===== config.mk =====
export PLATFORM = sky130hd
export DESIGN_NAME = tile_game_controller_flat
export DESIGN_NICKNAME = d
export VERILOG_FILES = /design/src/rtl/tile_game_controller_pkg.sv /design/src/rtl/tile_game_controller_if.sv /design/src/rtl/tile_game_controller_lane_lfsr.sv /design/src/rtl/tile_game_controller.sv /design/src/flat_wrapper.sv
export SDC_FILE = /design/constraint.sdc
export NUM_CORES = 1
export LEC_CHECK = 0
export CAP_MARGIN = 40
export CORE_UTILIZATION = 61
export DETAILED_ROUTE_END_ITERATION = 8
export PLACE_DENSITY_LB_ADDON = 0.3
export REMOVE_ABC_BUFFERS = 1
export SYNTH_ARGS = -nofsm -noshare
export SYNTH_HDL_FRONTEND = slang
export SYNTH_SLANG_ARGS = --single-unit

===== constraint.sdc =====
create_clock -name Clk -period 16.7 [get_ports Clk]
set_clock_uncertainty 0.05 [all_clocks]
set_input_delay 3.34 -clock Clk [delete_from_list [all_inputs] [get_ports Clk]]
set_output_delay 3.34 -clock Clk [all_outputs]
set_load 0.005 [all_outputs]

===== src/rtl/tile_game_controller_pkg.sv =====
// Shared types and constants for the Piano Tiles round controller.
package tile_game_controller_pkg;

    typedef enum logic [1:0] {
        StIdle = 2'd0,
        StPlay = 2'd1,
        StOver = 2'd2
    } game_state_t;

    localparam int NUM_LANES = 4;

    localparam logic [7:0] KEY_A     = 8'h04;
    localparam logic [7:0] KEY_S     = 8'h16;
    localparam logic [7:0] KEY_D     = 8'h07;
    localparam logic [7:0] KEY_F     = 8'h09;
    localparam logic [7:0] KEY_SPACE = 8'h2C;

    localparam logic [9:0]  SPAWN_Y_DEF   = 10'd0;
    localparam logic [9:0]  HIT_TOP_DEF   = 10'd370;
    localparam logic [9:0]  HIT_BOT_DEF   = 10'd399;
    localparam logic [10:0] KILL_Y_DEF    = 11'd400;
    localparam logic [5:0]  SPAWN_GAP_DEF = 6'd60;
    localparam logic [1:0]  MAX_LIVES_DEF = 2'd3;
    localparam logic [7:0]  LFSR_SEED     = 8'hA5;

    function automatic logic [7:0] lane_key(input int lane);
        logic [7:0] k;
        k = KEY_A;
        case (lane)
            1:       k = KEY_S;
            2:       k = KEY_D;
            3:       k = KEY_F;
            default: k = KEY_A;
        endcase
        return k;
    endfunction

endpackage


===== src/rtl/tile_game_controller_if.sv =====
// Keyboard/frame inputs and tile/score outputs of the round controller.
interface tile_game_controller_if;
    import tile_game_controller_pkg::*;

    logic                     frame_clk;
    logic [7:0]               keycode;
    logic [3:0]               speed;
    logic [10*NUM_LANES-1:0]  tile_y;
    logic [NUM_LANES-1:0]     tile_active;
    logic [7:0]               score;
    logic [1:0]               lives;
    game_state_t              game_state;

    modport master (
        output frame_clk, keycode, speed,
        input  tile_y, tile_active, score, lives, game_state
    );

    modport slave (
        input  frame_clk, keycode, speed,
        output tile_y, tile_active, score, lives, game_state
    );

endinterface


===== src/rtl/tile_game_controller_lane_lfsr.sv =====
// Free-running 8-bit Fibonacci LFSR (x^8+x^6+x^5+x^4+1) used to pick spawn lanes.
module tile_game_controller_lane_lfsr
    import tile_game_controller_pkg::*;
(
    input  logic       Clk,
    input  logic       Reset,
    output logic [7:0] o_lfsr
);

    logic [7:0] r_lfsr;
    logic       w_feedback;

    assign w_feedback = r_lfsr[7] ^ r_lfsr[5] ^ r_lfsr[4] ^ r_lfsr[3];

    always_ff @(posedge Clk or posedge Reset) begin
        if (Reset) begin
            r_lfsr <= LFSR_SEED;
        end else begin
            r_lfsr <= {r_lfsr[6:0], w_feedback};
        end
    end

    assign o_lfsr = r_lfsr;

endmodule


===== src/rtl/tile_game_controller.sv =====
// Piano Tiles round sequencer: game FSM, tile spawn/motion, hit judgement, score and lives.
module tile_game_controller
    import tile_game_controller_pkg::*;
#(
    parameter logic [9:0]  SPAWN_Y   = SPAWN_Y_DEF,
    parameter logic [9:0]  HIT_TOP   = HIT_TOP_DEF,
    parameter logic [9:0]  HIT_BOT   = HIT_BOT_DEF,
    parameter logic [10:0] KILL_Y    = KILL_Y_DEF,
    parameter logic [5:0]  SPAWN_GAP = SPAWN_GAP_DEF,
    parameter logic [1:0]  MAX_LIVES = MAX_LIVES_DEF
) (
    input  logic                   Clk,
    input  logic                   Reset,
    tile_game_controller_if.slave  bus
);

    game_state_t          r_state, w_state_next;
    logic                 r_frame_q;
    logic [7:0]           r_key_q;
    logic [9:0]           r_tile_y [NUM_LANES];
    logic [9:0]           w_tile_y_next [NUM_LANES];
    logic [NUM_LANES-1:0] r_active, w_active_next;
    logic [7:0]           r_score, w_score_next;
    logic [1:0]           r_lives, w_lives_next;
    logic [5:0]           r_spawn_cnt, w_spawn_cnt_next;

    logic [7:0]           w_lfsr;
    logic [1:0]           w_spawn_lane;
    logic                 w_unused_lfsr;
    logic                 w_frame_tick, w_play, w_space_edge, w_enter_play;
    logic                 w_spawn_due, w_spawn_ok;
    logic [3:0]           w_speed_eff, w_score_inc, w_loss;
    logic [8:0]           w_score_sum;
    logic [NUM_LANES-1:0] w_hit, w_pen, w_miss;

    tile_game_controller_lane_lfsr u_lfsr (
        .Clk    (Clk),
        .Reset  (Reset),
        .o_lfsr (w_lfsr)
    );

    assign w_spawn_lane  = w_lfsr[1:0];
    assign w_unused_lfsr = ^w_lfsr[7:2];

    assign w_frame_tick = bus.frame_clk & ~r_frame_q;
    assign w_space_edge = (bus.keycode == KEY_SPACE) && (r_key_q != KEY_SPACE);
    assign w_play       = (r_state == StPlay);
    assign w_enter_play = (r_state == StIdle) && w_space_edge;
    assign w_speed_eff  = (bus.speed == 4'd0) ? 4'd1 : bus.speed;
    assign w_score_inc  = 4'd1 + {2'b00, w_speed_eff[3:2]};
    assign w_score_sum  = {1'b0, r_score} + {5'd0, w_score_inc};

    // A busy target lane leaves the counter saturated so the spawn retries next tick.
    assign w_spawn_due = (r_spawn_cnt >= SPAWN_GAP);
    assign w_spawn_ok  = w_play && w_frame_tick && w_spawn_due && !r_active[w_spawn_lane];

    for (genvar l = 0; l < NUM_LANES; l++) begin : g_lane
        logic        w_key_edge, w_in_win, w_spawn_here, w_act_nxt;
        logic [9:0]  w_y_nxt;
        logic [10:0] w_sum;

        assign w_key_edge   = w_play && (bus.keycode == lane_key(l)) && (r_key_q != lane_key(l));
        assign w_in_win     = r_active[l] && (r_tile_y[l] >= HIT_TOP) && (r_tile_y[l] <= HIT_BOT);
        assign w_hit[l]     = w_key_edge && w_in_win;
        assign w_pen[l]     = w_key_edge && !w_in_win;
        assign w_spawn_here = w_spawn_ok && (w_spawn_lane == 2'(l));
        assign w_sum        = {1'b0, r_tile_y[l]} + {7'd0, w_speed_eff};
        // Hit is judged on the pre-move position, so a hit tile cannot also be a miss.
        assign w_miss[l]    = w_play && w_frame_tick && r_active[l] && !w_hit[l] && (w_sum > KILL_Y);

        always_comb begin
            w_act_nxt = r_active[l];
            w_y_nxt   = r_tile_y[l];
            if (w_enter_play) begin
                w_act_nxt = 1'b0;
            end else if (w_hit[l]) begin
                w_act_nxt = 1'b0;
            end else if (w_spawn_here) begin
                w_act_nxt = 1'b1;
                w_y_nxt   = SPAWN_Y;
            end else if (w_play && w_frame_tick && r_active[l]) begin
                w_y_nxt = w_sum[9:0];
                if (w_miss[l]) begin
                    w_act_nxt = 1'b0;
                end
            end
        end

        assign w_active_next[l]        = w_act_nxt;
        assign w_tile_y_next[l]        = w_y_nxt;
        assign bus.tile_y[10*l +: 10]  = r_tile_y[l];
    end

    always_comb begin
        w_loss = 4'd0;
        for (int i = 0; i < NUM_LANES; i++) begin
            w_loss = w_loss + {3'd0, w_miss[i]} + {3'd0, w_pen[i]};
        end
    end

    always_comb begin
        w_state_next     = r_state;
        w_score_next     = r_score;
        w_lives_next     = r_lives;
        w_spawn_cnt_next = r_spawn_cnt;
        unique case (r_state)
            StIdle: begin
                if (w_space_edge) begin
                    w_state_next     = StPlay;
                    w_score_next     = 8'd0;
                    w_lives_next     = MAX_LIVES;
                    w_spawn_cnt_next = SPAWN_GAP;
                end
            end
            StPlay: begin
                if (r_lives == 2'd0) begin
                    w_state_next = StOver;
                end
                if (|w_hit) begin
                    w_score_next = w_score_sum[8] ? 8'hFF : w_score_sum[7:0];
                end
                w_lives_next = ({2'b00, r_lives} > w_loss) ? (r_lives - w_loss[1:0]) : 2'd0;
                if (w_frame_tick) begin
                    if (!w_spawn_due) begin
                        w_spawn_cnt_next = r_spawn_cnt + 6'd1;
                    end else if (w_spawn_ok) begin
                        w_spawn_cnt_next = 6'd0;
                    end
                end
            end
            StOver: begin
                if (w_space_edge) begin
                    w_state_next = StIdle;
                end
            end
            default: w_state_next = StIdle;
        endcase
    end

    always_ff @(posedge Clk or posedge Reset) begin
        if (Reset) begin
            r_state     <= StIdle;
            r_frame_q   <= 1'b0;
            r_key_q     <= 8'd0;
            r_tile_y    <= '{default: '0};
            r_active    <= '0;
            r_score     <= 8'd0;
            r_lives     <= MAX_LIVES;
            r_spawn_cnt <= 6'd0;
        end else begin
            r_state     <= w_state_next;
            r_frame_q   <= bus.frame_clk;
            r_key_q     <= bus.keycode;
            r_tile_y    <= w_tile_y_next;
            r_active    <= w_active_next;
            r_score     <= w_score_next;
            r_lives     <= w_lives_next;
            r_spawn_cnt <= w_spawn_cnt_next;
        end
    end

    assign bus.tile_active = r_active;
    assign bus.score       = r_score;
    assign bus.lives       = r_lives;
    assign bus.game_state  = r_state;

endmodule


===== src/flat_wrapper.sv =====
// flat-port wrapper written by rule: the top's interface ports become plain ports
module tile_game_controller_flat import tile_game_controller_pkg::*;
#(
    parameter logic [9:0]  SPAWN_Y   = SPAWN_Y_DEF,
    parameter logic [9:0]  HIT_TOP   = HIT_TOP_DEF,
    parameter logic [9:0]  HIT_BOT   = HIT_BOT_DEF,
    parameter logic [10:0] KILL_Y    = KILL_Y_DEF,
    parameter logic [5:0]  SPAWN_GAP = SPAWN_GAP_DEF,
    parameter logic [1:0]  MAX_LIVES = MAX_LIVES_DEF
)
  (Clk, Reset, bus_frame_clk, bus_keycode, bus_speed, bus_tile_y, bus_tile_active, bus_score, bus_lives, bus_game_state);
  tile_game_controller_if bus_i ();
  input  logic Clk;
  input  logic Reset;
  input wire logic [$bits(bus_i.frame_clk)-1:0] bus_frame_clk;
  input wire logic [$bits(bus_i.keycode)-1:0] bus_keycode;
  input wire logic [$bits(bus_i.speed)-1:0] bus_speed;
  output wire logic [$bits(bus_i.tile_y)-1:0] bus_tile_y;
  output wire logic [$bits(bus_i.tile_active)-1:0] bus_tile_active;
  output wire logic [$bits(bus_i.score)-1:0] bus_score;
  output wire logic [$bits(bus_i.lives)-1:0] bus_lives;
  output wire logic [$bits(bus_i.game_state)-1:0] bus_game_state;
  assign bus_i.frame_clk = bus_frame_clk;
  assign bus_i.keycode = bus_keycode;
  assign bus_i.speed = bus_speed;
  assign bus_tile_y = bus_i.tile_y;
  assign bus_tile_active = bus_i.tile_active;
  assign bus_score = bus_i.score;
  assign bus_lives = bus_i.lives;
  assign bus_game_state = bus_i.game_state;
  tile_game_controller #(.SPAWN_Y(SPAWN_Y), .HIT_TOP(HIT_TOP), .HIT_BOT(HIT_BOT), .KILL_Y(KILL_Y), .SPAWN_GAP(SPAWN_GAP), .MAX_LIVES(MAX_LIVES)) u_core (.Clk(Clk), .Reset(Reset), .bus(bus_i));
endmodule

==> results_dict.tcl, run 1 <==
set metrics [dict create \
    hold_viol 0 \
    num_rows 34 \
    postSynthAreaPerCell_um2 8.787 \
    cp_max_fo 21 \
    endpoint_kind "flip-flop" \
    yosysSeqAreaShare_pct 36.48 \
    worstSetupPathType "in -> reg" \
    pin_count 71 \
    run_status "complete, no violations" \
    critPathArrivalTime_ns 10.33 \
    ys_types 69 \
    synthFlopType "dfrtp_1" \
    synthesis.area_um2 5439 \
    relSlewSlack_pct 40.39 \
    drtPass1Iterations 5 \
    holdWs_ns 0.3160 \
    core_area_um2 8678 \
    cp_slowest_stage_delay_ns 0.96 \
    cpMaxStageDelayCell "clkdlybuf4s50_1" \
    grt-busiest-layer "met2" \
    vias 5185 \
    htreeDepth 3 \
    ys_async_sr_fraction_pct 100.0 \
    drv_cap 0 \
    drv_slew 0 \
    drt_wl_total_um 14070 \
    avgViaCountPerCell 6.538 \
    wl_per_cell_um 17.74 \
    r2r_setup_slack_ns 10.61 \
    vdd_ir_drop_max_v 0.00005258 \
    cts_root_buffer "clkbuf_8" \
    pwr_density_cell_nw_per_um2 68.42 \
    p_leak_nw 2.706 \
    cp-start-kind "primary input" \
    finalSetupTns_ns 0 \
    cp.depth 23 \
    worstMarginPinSlew_ns 0.8900 \
    io_buffers 70 \
    fmax_mhz 99.34 \
    path_cells "clkdlybuf4s50_1 -> nand2b_1 -> nor2_1 -> nor2_1 -> ha_1 -> o21ai_0 -> a21oi_1 -> or2_2 -> and2_1 -> o32ai_1 -> o31ai_1 -> and2_1 -> ha_1 -> inv_1 -> fa_1 -> fa_1 -> fa_1 -> fa_1 -> inv_1 -> fa_1 -> or2_2 -> a211oi_1 -> o22a_1" \
    startpoint "bus_speed[1]" \
    syn_to_final_growth_pct 17.78 \
    cts_tree "done" \
    start_util_pct 62.67 \
    rr_worst_depth 19 \
    grt_remaining_overflow 0 \
    r2r-end "u_core.bus.lives[1]" \
    grtUsageMet1_pct 44.57 \
    cpLargestDelayFamily "adder cells" \
    die_w_um 96.43 \
    rsz0062_at_grt "false" \
    final_cell_mix "dfrtp_1 (73), clkdlybuf4s50_1 (70), nand2_1 (56)" \
    final_common_cell "dfrtp_1" \
    synth-seq-cells 79 \
    grt_pass1_wl_um 23140 \
    syn_inst 619 \
    hp-class "reg -> reg" \
    crit_end "u_core.bus.lives[1]" \
    cts.sinks 79 \
    dieArea_um2 9298 \
    post_cts_resized 0 \
    use_met2_pct 51.00 \
    grt_max_degree 46 \
    hold_depth 0 \
    synth-edff-count 0 \
    ant_nets 0 \
    worst-path-buf-inv 3 \
    yosysWarnings 0 \
    clk_path_buf_depth 2 \
    drt_iter0_markers 382 \
    clkTransAtPathRegs_ns 0.10 \
    gp_congestion 0.9018 \
    holdBufCountCts 0 \
    layout_min_cycle_time_ns 10.07 \
    fin_crit_sh_pct 60.28 \
    final_layout_size_suffix_gt1_share_pct 7.007 \
    grt_pass1_vias 4871 \
    worstPathRequired_ns 16.96 \
    cp_common_cell "fa_1" \
    met3_usage_pct 4.695 \
    fin_nets 728 \
    gr-usage-all-layers_pct 32.44 \
    hpwl_um 10490 \
    diodes 0 \
    antenna_found_initial 0 \
    die_h_um 96.43 \
    setup_violations 0 \
    worst_skew_pair.late_latency_ns 0.37 \
    post_cts_buffers 0 \
    drc 0 \
    r2r_start "u_core.bus.tile_y[2]" \
    numCtsBuffers 9 \
]
==> cells by family (layout without fill, tap and decap cells) <==
group | count (synthesis) | count (layout) | synth area share (%)
AOI/OAI and AO/OA | 174 | 174 | 21.39
xor gates and xnor gates | 22 | 22 | 3.543
adders and majority gates | 36 | 36 | 8.972
buffers and inverters | 56 | 122 | 4.118
DFF | 79 | 79 | 36.48
muxes | 6 | 6 | 1.426
and+or+nand+nor | 246 | 246 | 24.06
==> through the flow <==
step	cells	total power [mW]	area, µm²	util, %	setup slack (ns)
after global routing	793	0.4600	6406	73.82	6.275
after detailed placement	777	0.2998	6217	71.64	6.393
after CTS	793	0.4397	6406	73.82	6.715
final	793	0.4383	6406	73.82	6.633
after global placement	775	0.2949	6190	71.32	6.789
after floorplan	594	0.2636	5331	-	7.944
==> synth_stat cells (4+ instances only) <==
master	count	share of area [%]
o31ai_1	25	3.5
a21oi_1	28	2.6
nor4_1	12	1.4
o2111ai_1	4	0.64
mux2_2	4	0.83
nand3_1	26	2.4
nor3_1	18	1.7
o21bai_1	4	0.55
and3_1	10	1.2
ha_1	27	6.2
or4_1	5	0.69
xnor2_1	8	1.3
a21o_1	4	0.55
nand3b_1	6	0.83
a211oi_1	10	1.4
a31oi_1	10	1.2
nor2_1	47	3.2
clkbuf_1	17	1.2
or2_2	7	0.81
dfrtp_1	73	34
o21ai_0	52	4.8
dfstp_2	6	2.9
or3_1	7	0.81
nand2_1	56	3.9
fa_1	6	2.2
xor2_1	14	2.3
a22o_1	8	1.3
o211ai_1	7	0.97
inv_1	31	2.1
nor4b_1	5	0.81
nand2b_1	12	1.4
buf_2	4	0.37
and2_1	4	0.46
nor2b_1	9	1.0
==> metal layers <==
layer	vias to the layer above	share of wire (%)
met5	-	0
met4	0	2.8
met3	36	7.0
met2	249	47
met1	2492	43
li1	2408	-
==> where the power goes <==
group          switching [mW]  total (mW)  internal, mW
clock network          0.0838       0.141        0.0574
logic                  0.0395      0.0791        0.0396
registers              0.0143       0.218         0.204
==> layout make-up <==
| class | count | area, µm² |
|---|---|---|
| multi-input cells | 484 | 3231 |
| fillers | 649 | 2272 |
| flip-flops and latches | 79 | 1984 |
| repair buffers | 75 | 750.7 |
| well taps | 108 | 135.1 |
| clock buffers | 9 | 123.9 |
| inverters | 31 | 116.4 |
| clock inverters | 7 | 65.06 |
==> registers in the layout (all words and copies together), names as in the netlist <==
signal	count
u_core.bus.score	8
u_core.bus.lives	2
u_core.bus.tile_y	40
u_core.r_spawn_cnt	6
u_core.bus.game_state	2
u_core.u_lfsr.o_lfsr	8
u_core.r_frame_q	1
u_core.bus.tile_active	4
u_core.r_key_q	8
==> worst min path at each step <==
stage / from / endpoint / slack, ns
floorplan: u_core.u_lfsr.o_lfsr[6] / u_core.u_lfsr.o_lfsr[7] / 0.28
global placement: u_core.u_lfsr.o_lfsr[6] / u_core.u_lfsr.o_lfsr[7] / 0.29
detailed placement: u_core.u_lfsr.o_lfsr[6] / u_core.u_lfsr.o_lfsr[7] / 0.30
CTS: u_core.u_lfsr.o_lfsr[6] / u_core.u_lfsr.o_lfsr[7] / 0.32
global route: u_core.u_lfsr.o_lfsr[6] / u_core.u_lfsr.o_lfsr[7] / 0.32
finish: u_core.u_lfsr.o_lfsr[6] / u_core.u_lfsr.o_lfsr[7] / 0.32
No activity file was read; power rests on OpenSTA's default activity.
==> inputs of run 2 (changes only) <==
Settings changed: CORE_UTILIZATION 61 to 51.
Clock period 16.7 ns to 8.2 ns, I/O delays scaled along.
==> run 2 against run 1 <==
Worst hold slack improved by 0.0025 ns. Cell area rose by 2.1%. Flip-flop and latch count is the same. Critical endpoint unchanged. Highest routed layer unchanged.
==> results_dict.tcl, run 2 (synthesis gave the netlist of run 1 again) <==
set metrics [dict create \
    drtPass1Iterations 7 \
    hold_viol 0 \
    rr_worst_depth 16 \
    fin_nets 735 \
    seq_power_share_pct 46.9 \
    p_comb_share_pct 17.2 \
    min_from "u_core.u_lfsr.o_lfsr[6]" \
    grt_pass1_vias 4925 \
    worstPathRequired_ns 8.47 \
    diodes 0 \
    netSwitchingPower_uw 263.3 \
    gp_congestion 0.9203 \
    swShare_pct 27.75 \
    final_util_pct 63.39 \
    drc 0 \
    grt_remaining_overflow 0 \
    p_int_uw 685.5 \
    placedCellCount 812 \
    io_buffers 70 \
    holdWs_ns 0.3185 \
    die_w_um 105.3 \
    drt_iter0_markers 218 \
    final_cell_mix "dfrtp_1 (73), clkdlybuf4s50_1 (70), nand2_1 (56)" \
    dieArea_um2 11080 \
    p_clk_share_pct 35.9 \
    layout_min_cycle_time_ns 7.642 \
    fin_crit_sh_pct 93.19 \
    worstSetupPathType "in -> reg" \
    vias 5096 \
    wl_per_cell_um 17.21 \
    fillCellCount 874 \
    hold_depth 0 \
    cts_root_buffer "clkbuf_8" \
    clkTransAtPathRegs_ns 0.08 \
    cp-start-kind "primary input" \
    p_leak_nw 2.761 \
    startpoint "bus_speed[2]" \
    relSlewSlack_pct 38.28 \
    r2r-end "u_core.bus.lives[1]" \
    grt_pass1_wl_um 23560 \
    drt_wl_total_um 14250 \
    setup_ws_ns 0.5581 \
    r2r_setup_slack_ns 2.29 \
    antenna_found_initial 0 \
    ant_nets 0 \
    worst_skew_pair.late_latency_ns 0.38 \
    post_cts_buffers 0 \
    num_rows 37 \
    hp-class "reg -> reg" \
    rsz0062_at_grt "false" \
    hpwl_um 10720 \
    final_layout_size_suffix_gt1_share_pct 7.948 \
    avgViaCountPerCell 6.155 \
    cts_tree "done" \
    vdd_ir_drop_max_v 0.0001430 \
    finalSetupTns_ns 0 \
    fmax_mhz 130.9 \
    post_cts_resized 0 \
    worstHoldEndpoint "u_core.u_lfsr.o_lfsr[7]" \
    run_status "complete, no violations" \
    largest_reg_flops 40 \
    drv_cap 0 \
    endpoint_kind "flip-flop" \
    htreeDepth 3 \
    setup_violations 0 \
    cts.sinks 79 \
    layout.cells.non_filler 828 \
    syn_to_final_growth_pct 20.31 \
    start_util_pct 52.68 \
    dp_worst_setup_slack_ns 0.1788 \
    numCtsBuffers 9 \
    grt_max_degree 55 \
    core_area_um2 10320 \
    pin_count 71 \
    die_h_um 105.3 \
    cp_max_fo 4 \
    final_common_cell "dfrtp_1" \
    drv_slew 0 \
    pwr_density_cell_nw_per_um2 145.0 \
    holdBufCountCts 0 \
    gr-usage-all-layers_pct 26.84 \
    r2r_start "u_core.r_key_q[5]" \
    clk_path_buf_depth 2 \
    worstMarginPinSlew_ns 0.9215 \
    critPathArrivalTime_ns 7.92 \
]
## run 2: power by group through the flow
stage	Sequential (mW)	Combinational [mW]	Clock [mW]
after floorplan	0.446	0.0908	0
after detailed placement	0.451	0.162	0
after global placement	0.450	0.153	0
after global routing	0.448	0.182	0.361
after CTS	0.443	0.164	0.347
final	0.445	0.164	0.341
## run 2: critical path, stage by stage
cell and delay, ns:
clkdlybuf4s50_1 0.48, inv_1 0.05, ha_1 0.19, nand2b_1 0.10, nand2b_1 0.16, ha_1 0.28
ha_1 0.20, a21oi_1 0.19, xnor2_1 0.12, or4_1 0.41, o32ai_1 0.33, o31ai_1 0.14
and2_1 0.18, ha_1 0.27, inv_1 0.05, fa_1 0.51, fa_1 0.53, fa_1 0.47
fa_1 0.53, inv_1 0.07, fa_1 0.37, or2_2 0.31, a211oi_1 0.17, o22a_1 0.17
## run 2: stage by stage
step | cell area, µm² | power, mW
CTS | 6544 | 0.9543
floorplan | 5331 | 0.5368
global route | 6544 | 0.9905
finish | 6544 | 0.9488
detailed placement | 6312 | 0.6134
global placement | 6285 | 0.6031
## run 2: worst max-delay path by stage
stage / end / depth (start not counted) / slack, ns
after floorplan: u_core.bus.lives[1] / 24 / 1.14
after global placement: u_core.bus.lives[1] / 24 / 0.38
after detailed placement: u_core.bus.lives[1] / 24 / 0.18
after CTS: u_core.bus.lives[1] / 24 / 0.58
after global routing: u_core.bus.lives[0] / 25 / 0.21
final: u_core.bus.lives[1] / 24 / 0.56
## run 2: final cells by class
type	instances	area [µm²]	share of cell area [%]
Clock inverter	5	80.08	1.224
Clock buffer	11	151.4	2.314
Timing Repair Buffer	82	810.8	12.39
Inverter	31	116.4	1.778
Tap cell	136	170.2	2.600
Multi-Input combinational cell	484	3231	49.37
Sequential cell	79	1984	30.32
## run 2: routing by layer
layer  part of all wire, %  vias up  GRT usage [%]
li1                      -     2423              -
met1                    42     2471          32.55
met2                    51      179          46.90
met3                   6.0       23          6.184
met4                   1.6        0          8.853
met5                     0        -              0
==> inputs of run 3 (changes only) <==
Settings changed: CORE_UTILIZATION 51 to 40.
==> run 3 against run 2 <==
Routed wire length up 1.2%. Sequential power about the same. Core utilization down 13 points. Power up 13%. Maximum frequency up 0.25%. Worst hold slack worse by 0.019 ns. Critical path depth up 1. Cell count up 5.1%. Largest power group is now the clock network. Die area up 27%. Highest routed layer unchanged. Critical endpoint unchanged. First-iteration DRC count up 11%.
==> results_dict.tcl, run 3 (synthesis gave the netlist of run 1 again) <==
set metrics [dict create \
    critPathArrivalTime_ns 7.87 \
    ant_nets 0 \
    wl_per_cell_um 16.58 \
    die_w_um 118.6 \
    grt_remaining_overflow 0 \
    cts_tree "done" \
    stdcell_area_um2 6726 \
    holdBufCountCts 0 \
    worstSetupPathType "in -> reg" \
    fmax_mhz 131.2 \
    worstPathRequired_ns 8.44 \
    place_area_um2 6379 \
    final_common_cell "dfrtp_1" \
    setup_ws_ns 0.5768 \
    final_cell_mix "dfrtp_1 (73), clkdlybuf4s50_1 (70), nand2_1 (56)" \
    layout_min_cycle_time_ns 7.623 \
    fin_crit_sh_pct 92.97 \
    grt_max_degree 51 \
    grt_pass1_vias 4860 \
    worst_skew_pair.late_latency_ns 0.35 \
    relSlewSlack_pct 37.59 \
    cp-start-kind "primary input" \
    clkTransAtPathRegs_ns 0.06 \
    pin_count 71 \
    r2r_setup_slack_ns 2.23 \
    num_rows 42 \
    drc 0 \
    drv_cap 0 \
    drtPass1Iterations 6 \
    start_util_pct 41.07 \
    post_cts_resized 0 \
    hp-class "reg -> reg" \
    rsz0062_at_grt "false" \
    finalSetupTns_ns 0 \
    io_buffers 70 \
    fin_nets 737 \
    cts_root_buffer "clkbuf_16" \
    fillCellCount 1240 \
    die_h_um 118.6 \
    cp_max_fo 6 \
    drt_wl_total_um 14430 \
    cts.sinks 79 \
    hpwl_um 10880 \
    vias 5023 \
    clk_path_buf_depth 2 \
    grt_pass1_wl_um 24180 \
    drv_slew 0 \
    p_leak_nw 2.821 \
    drt_iter0_markers 242 \
    dp_worst_setup_slack_ns 0.1790 \
    endpoint_kind "flip-flop" \
    final_layout_size_suffix_gt1_share_pct 8.069 \
    antenna_found_initial 0 \
    dieArea_um2 14070 \
    diodes 0 \
    finalPower_mw 1.077 \
    gp_congestion 0.9051 \
    holdWs_ns 0.2999 \
    gr-usage-all-layers_pct 21.53 \
    syn_to_final_growth_pct 23.67 \
    pwr_density_cell_nw_per_um2 160.1 \
    run_status "complete, no violations" \
    setup_violations 0 \
    numCtsBuffers 9 \
    vdd_ir_drop_max_v 0.00008405 \
    post_cts_buffers 0 \
    largest_reg_flops 40 \
    hold_viol 0 \
    avgViaCountPerCell 5.774 \
    core_area_um2 13240 \
    worstMarginPinSlew_ns 0.9318 \
    htreeDepth 3 \
]
-- run 3: layout make-up --
cell class	count	area, µm²	share of cell area (%)
Multi-Input combinational cell	484	3231	48.03
Sequential cell	79	1984	29.50
Timing Repair Buffer	84	825.8	12.28
Clock buffer	11	242.7	3.609
Tap cell	176	220.2	3.274
Inverter	31	117.6	1.749
Clock inverter	5	105.1	1.563
-- run 3: through the flow --
stage	std cells	util [%]
after floorplan	594	-
after global placement	853	47.96
after detailed placement	854	48.17
after CTS	870	50.79
after global routing	870	50.79
final	870	50.79
-- run 3: worst paths after layout --
path	from	to	cells past startpoint
worst min-delay path	u_core.u_lfsr.o_lfsr[6]	u_core.u_lfsr.o_lfsr[7]	0
worst max-delay path	bus_speed[2]	u_core.bus.lives[1]	25
max in group asynchronous	Reset	u_core.u_lfsr.o_lfsr[2]	4
worst min register to register	u_core.u_lfsr.o_lfsr[6]	u_core.u_lfsr.o_lfsr[7]	0
min in group asynchronous	Reset	u_core.r_spawn_cnt[1]	3
worst max register to register	u_core.r_key_q[1]	u_core.bus.lives[1]	15
-- run 3: where the power goes --
| part | internal, mW | switching (mW) |
|---|---|---|
| combinational | 0.0831 | 0.0786 |
| clock | 0.306 | 0.163 |
| sequential | 0.416 | 0.0300 |
-- run 3: metal layers --
layer,GRT usage [%],wire [µm],vias to the layer above
met4,8.149,302,0
met5,0,0,-
met3,3.716,619,23
li1,-,-,2435
met1,27.99,6681,2431
met2,35.67,6823,134
-- run 3: worst max-delay path, cell delays in order --
cell,delay [ns]
clkdlybuf4s50_1,0.49
inv_1,0.06
ha_1,0.19
nand2b_1,0.10
nand2b_1,0.10
ha_1,0.23
ha_1,0.19
a21oi_1,0.19
o21ai_0,0.26
o31ai_1,0.27
o2bb2ai_1,0.15
a21oi_1,0.08
o31ai_1,0.32
and2_1,0.19
ha_1,0.23
inv_1,0.08
fa_1,0.42
fa_1,0.53
fa_1,0.47
fa_1,0.53
inv_1,0.07
fa_1,0.39
or2_2,0.31
a211oi_1,0.18
o22a_1,0.18
